--- src/rtl/registro_estavel.sv ---
// Stability capture register: samples In while enabled and flags when the
// value held steady for STABLE samples, or when TIMEOUT edges passed first.
module registro_estavel #(
    parameter int WIDTH   = 4,
    parameter int STABLE  = 2,
    parameter int TIMEOUT = 15
) (
    input  logic             clk,
    input  logic             rst,
    input  logic [WIDTH-1:0] In,
    input  logic             Hab,
    output logic [WIDTH-1:0] Saida,
    output logic             Fim,
    output logic             Erro
);

    localparam int EW = (STABLE > 0) ? $clog2(STABLE + 1) : 1;
    localparam int TW = (TIMEOUT > 0) ? $clog2(TIMEOUT + 1) : 1;

    localparam logic [EW-1:0] EST_LAST = EW'(STABLE - 1);
    localparam logic [TW-1:0] TMO_LAST = TW'(TIMEOUT - 1);

    typedef enum logic [1:0] {
        IDLE,
        CAPT,
        DONE,
        FAIL
    } state_t;

    state_t          r_state;
    logic [EW-1:0]   r_cnt_est;
    logic [TW-1:0]   r_cnt_tmo;

    logic            w_match;
    logic            w_done;
    logic            w_tmo;

    assign w_match = (In == Saida);
    assign w_done  = w_match && (r_cnt_est == EST_LAST);
    assign w_tmo   = (TIMEOUT != 0) && (r_cnt_tmo == TMO_LAST);

    always_ff @(posedge clk or negedge rst) begin
        if (!rst) begin
            r_state   <= IDLE;
            Saida     <= '0;
            Fim       <= 1'b0;
            Erro      <= 1'b0;
            r_cnt_est <= '0;
            r_cnt_tmo <= '0;
        end else if (!Hab) begin
            r_state   <= IDLE;
            Fim       <= 1'b0;
            Erro      <= 1'b0;
            r_cnt_est <= '0;
            r_cnt_tmo <= '0;
        end else begin
            unique case (r_state)
                IDLE: begin
                    Saida     <= In;
                    r_cnt_est <= '0;
                    r_cnt_tmo <= '0;
                    r_state   <= CAPT;
                end
                CAPT: begin
                    Saida <= In;
                    if (TIMEOUT != 0)
                        r_cnt_tmo <= r_cnt_tmo + TW'(1);
                    r_cnt_est <= w_match ? r_cnt_est + EW'(1) : '0;
                    // Completion has priority over an expiring timeout
                    if (w_done) begin
                        Fim     <= 1'b1;
                        r_state <= DONE;
                    end else if (w_tmo) begin
                        Erro    <= 1'b1;
                        r_state <= FAIL;
                    end
                end
                DONE: r_state <= DONE;
                FAIL: r_state <= FAIL;
                default: r_state <= IDLE;
            endcase
        end
    end

endmodule

--- config.mk ---
export PLATFORM = sky130hd
export DESIGN_NAME = registro_estavel
export DESIGN_NICKNAME = d
export VERILOG_FILES = /design/src/rtl/registro_estavel.sv
export SDC_FILE = /design/constraint.sdc
export NUM_CORES = 1
export LEC_CHECK = 0
export CAP_MARGIN = 20
export CORE_MARGIN = 1.5
export CORE_UTILIZATION = 44
export DETAILED_ROUTE_END_ITERATION = 16
export PLACE_DENSITY = 0.73
export SLEW_MARGIN = 10
export SYNTH_ARGS = -nofsm -noshare
export SYNTH_HDL_FRONTEND = slang
export SYNTH_SLANG_ARGS = --single-unit
export TNS_END_PERCENT = 50
--- constraint.sdc ---
create_clock -name clk -period 1.4 [get_ports clk]
set_clock_uncertainty 0.2 [all_clocks]
set_input_delay 0.21 -clock clk [delete_from_list [all_inputs] [get_ports clk]]
set_output_delay 0.21 -clock clk [all_outputs]
set_load 0.02 [all_outputs]
== Yosys cells after proc, flatten, opt, wreduce, memory -nomap -nowiden ==
Index checks and enable logic that the tools add are counted.
Word-level totals
  flip-flop bits (word level): 14
  bits of input ports: 7
  output and inout bits: 6
  word-level logic and storage cells: 42
Cells by class
  add/sub/neg operators: 2
  equality and inequality tests: 12
  muxes and demuxes: 16
  reductions and logical operators: 6
Operators by type and width (number)
  two-way mux 2 bit: 5
  case mux 2 bit (4 select lines): 1
  case mux 4 bit (2 select lines): 1
  two-way mux 1 bit: 7
  != test 2 x 1 -> 1 bit (second input constant): 3
  adder 4 x 1 -> 4 bit (second input constant): 1
  equality test 2 x 1 -> 1 bit (second input constant): 2
  equality test 2 bit (second input constant): 2
  equality test 4 bit: 1
  equality test 4 bit (second input constant): 1
  two-way mux 4 bit: 1
  != test 4 bit (second input constant): 1
  case mux 2 bit (2 select lines): 1
  AND reduction 2 bit: 2
  != test 3 x 1 -> 1 bit (second input constant): 1
  AND reduction 3 bit: 1
  adder 2 x 1 -> 2 bit (second input constant): 1
  logical NOT 2 bit: 1
  != test 2 bit (second input constant): 1
  OR reduction 2 bit: 1
  logical AND 1 bit: 1

== Longest topological paths before layout ==
  word-level depth: 5
  gate-level depth with buffers: 5
  depth with buffers taken out: 5

== Worst setup path before layout ==
OpenSTA, ideal clock, no wires.
  path type: reg2reg
  start point: reg Saida[2]
  end point: reg Fim
  setup time: 122 ps
  arrival time: 1054 ps
  required time: 1078 ps
  setup slack: 24 ps
  cell stages (with the launch flop): 4
  buffers on the path: 0
  period minus slack after synthesis: 1376 ps
  cells stage by stage: dfrtp_1 -> xnor2_1 -> and4_4 -> a32o_1
Between the ends
  word-level cells in the longest chain between the ends: 4
RTL lines
  start: declaration: RTL line 12  | output logic [WIDTH-1:0] Saida,
  start signal: assignment: RTL line 59  | Saida <= In;
  start signal: assignment: RTL line 65  | Saida <= In;
  equality test 4 bit: RTL line 38  | assign w_match = (In == Saida);
  logical AND 1 bit: RTL line 39  | assign w_done = w_match && (r_cnt_est == EST_LAST);
  != test 2 x 1 -> 1 bit (no line)
  AND reduction 2 bit (no line)
  end signal: assignment: RTL line 46  | Fim <= 1'b0;
  end signal: assignment: RTL line 52  | Fim <= 1'b0;
  end signal: assignment: RTL line 71  | Fim <= 1'b1;
  end: declaration: RTL line 13  | output logic Fim,
No other way between the ends.
A chain may end at the register's enable or synchronous reset.

== Final worst setup path ==
  start point: reg Saida[1]
  end point: reg r_cnt_est[1]
Between the ends
  word-level cells in the longest chain between the ends: 4
RTL lines
  equality test 4 bit: RTL line 38
  two-way mux 2 bit: RTL line 68  | r_cnt_est <= w_match ? r_cnt_est + EW'(1) : '0;
  case mux 2 bit (2 select lines): RTL line 57  | unique case (r_state)
  two-way mux 2 bit: RTL line 50  | end else if (!Hab) begin
  end signal: assignment: RTL line 68
  end: declaration: RTL line 31  | logic [EW-1:0] r_cnt_est;
No other way between the ends.

==> results_tabular.tex <==
\begin{tabular}{lr}
\hline
Metric & Value \\
\hline
\multicolumn{2}{l}{\textbf{Synth}} \\
Compound-cell area share of the yosys netlist & 0.166 \\
Gate Count Post-Synth & 61 \\
Synthesized net count & a little over 70 \\
Post-synthesis cell type with the largest combined area & sky130\_fd\_sc\_hd\_\_dfrtp\_1 \\
Top cells by count, synth & sky130\_fd\_sc\_hd\_\_dfrtp\_1 (14), sky130\_fd\_sc\_hd\_\_o21ai\_0 (5), sky130\_fd\_sc\_hd\_\_mux2\_2 (4), sky130\_fd\_sc\_hd\_\_nand3\_1 (4), sky130\_fd\_sc\_hd\_\_xnor2\_1 (4) \\
Post-synthesis share of cell area spent on full adders, half adders and majority gates & 0.0518 \\
Proportion of netlist area held by the largest area contributor & 0.484 \\
Number of distinct standard cells referenced by the synthesized netlist & 29 \\
Number of synthesized register bits & 14 \\
Sequential share of the synthesized area & 0.484 \\
Cell with the most instances after synthesis & sky130\_fd\_sc\_hd\_\_dfrtp\_1 \\
Synth Flop Type & sky130\_fd\_sc\_hd\_\_dfrtp\_1 \\
Post-Synth Simple-Gate Area & 0.147 \\
Multiplexer share of the synthesized area & 0.0622 \\
Synth Cell Area & between 700 and 800 µm² \\
Fraction of registers with async set/reset & 1.00 \\
Count of synthesis-stage warnings from yosys & 0 \\
Mean instance size in the synthesized netlist & roughly 12 µm² \\
Dominant combinational cell family by area after synthesis & compound AO/OA/AOI/OAI gates \\
Top cells by area, synth & sky130\_fd\_sc\_hd\_\_dfrtp\_1 (48\%), sky130\_fd\_sc\_hd\_\_mux2\_2 (6.2\%), sky130\_fd\_sc\_hd\_\_ha\_1 (5.2\%), sky130\_fd\_sc\_hd\_\_xnor2\_1 (4.8\%), sky130\_fd\_sc\_hd\_\_o21ai\_0 (3.5\%) \\
Xor/xnor cell area share of the yosys netlist & 0.0484 \\
Number of synthesized flops with an enable pin & 0 \\
\multicolumn{2}{l}{\textbf{Global route}} \\
Global-route wire length before repair & 2370 µm \\
Number of antenna violations at the first check in global routing & 0 \\
Total congestion overflow after global routing & 0 \\
Largest net degree at the start of global routing & 15 \\
Number of global-route vias before repair & 550 \\
Global-route total usage across every layer & 0.172 \\
\multicolumn{2}{l}{\textbf{Placement}} \\
Final weighted congestion of routability-driven global placement & roughly 0.73 \\
DP Wirelength & slightly above 1000 µm \\
Port Buffer Count & 12 \\
Cells after DPL & 95 \\
\multicolumn{2}{l}{\textbf{Status}} \\
Run status & finished, final reports clean \\
\multicolumn{2}{l}{\textbf{Cells and area}} \\
Number of inserted filler cells in the final layout & 137 \\
Layout area overhead & 31.1\% \\
Non-filler cells in the finished layout & 99 \\
Post-layout net count & 94 \\
Number of diodes added for antenna fixing & 0 \\
Share of layout cells above drive strength 1 & 0.361 \\
\multicolumn{2}{l}{\textbf{Worst hold path}} \\
Path category of the worst min-delay check & input pin to asynchronous set/reset pin \\
\multicolumn{2}{l}{\textbf{STA}} \\
Hold Fails Final Rpt & 0 \\
Worst-case headroom to the max-slew limit & 0.846 \\
Clock period minus worst slack & 1370 ps \\
Setup Viol. Count Final & 0 \\
Maximum achievable frequency & $\sim$0.73 GHz \\
Final number of max-transition violations & 0 \\
Post-route fraction of the period consumed by the critical path & 0.977 \\
Setup repair after global routing missed its margin & true \\
Slew of the pin with the lowest slew margin & roughly 230 ps \\
\multicolumn{2}{l}{\textbf{Run}} \\
Max Cap Violations & 0 \\
\multicolumn{2}{l}{\textbf{Drt}} \\
Drt via density & roughly 5.6 \\
Number of detailed-routing iterations run before antenna repair & 4 \\
Iteration-0 DRC Markers & 7 \\
Final routed wire length divided by cell count & 13.8 µm \\
Routed wire length & 1370 µm \\
Vias after detailed routing & roughly 550 \\
Antenna viol nets, final & 0 \\
DRC violation count after routing & 0 \\
\multicolumn{2}{l}{\textbf{Die}} \\
Core area & between 1500 and 2000 µm² \\
Effective utilization at floorplan & 0.475 \\
Vertical die dimension & between 40 and 50 µm \\
Horizontal die dimension & 43.6 µm \\
Die outline area & between 1500 and 2000 µm² \\
IO Count & 13 \\
Number of standard-cell rows in the floorplan & 14 \\
\multicolumn{2}{l}{\textbf{Pwr}} \\
Pwr/cell area & 1020 nW/µm² \\
Reported leakage power & 0.459 nW \\
Maximum resistive drop on vdd & 0.638 mV \\
Final Power & around 970 µW \\
\multicolumn{2}{l}{\textbf{Critical path}} \\
Data required time at the worst endpoint & 1390 ps \\
Class of the most critical setup path & flop to flop \\
Critical-path maximum fanout & 3 \\
Startpoint of the most critical register-to-register path & Saida[1] \\
Capturing point of the worst reg2reg path & r\_cnt\_est[1] \\
Nature of the critical path startpoint & flop \\
Data arrival at the endpoint of the critical path & 1350 ps \\
Sort of element at the end of the critical path & flop \\
Depth of the worst register-to-register path & 3 \\
Reg-to-reg setup timing slack & about 32 ps \\
\multicolumn{2}{l}{\textbf{Clock tree}} \\
CTS Buffer Depth & 2 \\
Number of buffers inserted by post-CTS setup repair & 0 \\
Clock tree from TritonCTS & yes \\
Clock edge transition at the registers on the reported setup and hold paths & roughly 90 ps \\
CTS buffer count & 3 \\
Clock Latency Late Sink & 280 ps \\
Clk sinks & 14 \\
Number of H-tree levels & 1 \\
Root buffer cell & sky130\_fd\_sc\_hd\_\_clkbuf\_4 \\
\hline
\end{tabular}
==> where the power goes <==
group          switching [mW]  internal (mW)
clock network           0.132          0.158
logic                   0.102          0.111
registers              0.0328          0.431
==> worst max path at each step <==
stage	startpoint	end
2_1_floorplan	Saida[2]	Fim
3_3_place_gp	Hab	Saida[2]
3_5_place_dp	Hab	Saida[0]
4_1_cts	Saida[2]	Saida[2]
5_1_grt	Saida[1]	r_cnt_est[1]
6_report	Saida[1]	r_cnt_est[1]
==> placed cells by master, fill, tap and decap left out, types with 2 or more instances in the layout <==
cell                              Yosys  routed
sky130_fd_sc_hd__dfrtp_1             14      14
sky130_fd_sc_hd__buf_4                1       8
sky130_fd_sc_hd__clkdlybuf4s50_1      0       6
sky130_fd_sc_hd__o21ai_0              5       5
sky130_fd_sc_hd__nand3_1              4       4
sky130_fd_sc_hd__mux2_2               4       4
sky130_fd_sc_hd__inv_1                3       3
sky130_fd_sc_hd__xnor2_2              0       3
sky130_fd_sc_hd__ha_1                 3       3
sky130_fd_sc_hd__clkbuf_4             0       3
sky130_fd_sc_hd__buf_2                0       3
sky130_fd_sc_hd__o31ai_2              1       2
sky130_fd_sc_hd__nand2_1              2       2
sky130_fd_sc_hd__a21o_1               2       2
sky130_fd_sc_hd__clkbuf_2             0       2
==> worst max-delay path, cell delays in order (launching register included) <==
cell	delay, ps
sky130_fd_sc_hd__dfrtp_1	420
sky130_fd_sc_hd__xnor2_2	200
sky130_fd_sc_hd__nand4_1	180
sky130_fd_sc_hd__o32ai_1	270
==> logic make-up (layout without fill, tap and decap cells) <==
group / after synthesis / count (layout)
adders and majority gates: 3 / 3
and+or+nand+nor: 15 / 15
DFF: 14 / 14
muxes: 4 / 4
AOI/OAI and AO/OA: 16 / 16
xor gates and xnor gates: 4 / 4
buffers and inverters: 5 / 27
==> registers in the layout, indices dropped and copies added, names as in the netlist <==
register / cells
r_cnt_tmo: 4
Saida: 4
r_cnt_est: 2
r_state: 2
Erro: 1
Fim: 1
==> repair_timing <==
item	4_1_cts	5_1_grt
hold buffers	0	0
pin swaps	0	1
setup endpoints to repair	6	9
resized for setup	15	10
==> routing by layer <==
metal	up-vias	track usage	wire, µm
met5	-	0	0
li1	269	-	-
met3	2	0.0625	48
met1	275	0.218	614
met4	0	0.0545	10
met2	8	0.274	692
==> area by class of cell <==
| class | instances | area, µm² | share of cell area |
|---|---|---|---|
| clock buffer | 4 | 36.3 | 0.0382 |
| inverter | 3 | 11.3 | 0.0119 |
| multi-input combinational | 42 | 377 | 0.397 |
| tap | 16 | 20.0 | 0.0211 |
| sequential | 14 | 350 | 0.369 |
| timing repair buffer | 20 | 155 | 0.163 |
==> per-stage QoR <==
step                      cell area [µm²]   util  setup WS, ps  hold slack, ps  TNS, ps
after floorplan                       724      -          24.4            -286        0
after global placement                906  0.594          -215             288    -2450
after detailed placement              906  0.594          -238             291    -2640
after CTS                             946  0.621          2.21            29.7        0
after global routing                  950  0.623         -58.6            48.3    -87.0
final                                 950  0.623          32.0            24.9        0
Note: power is estimated with default switching activity, not from simulation.
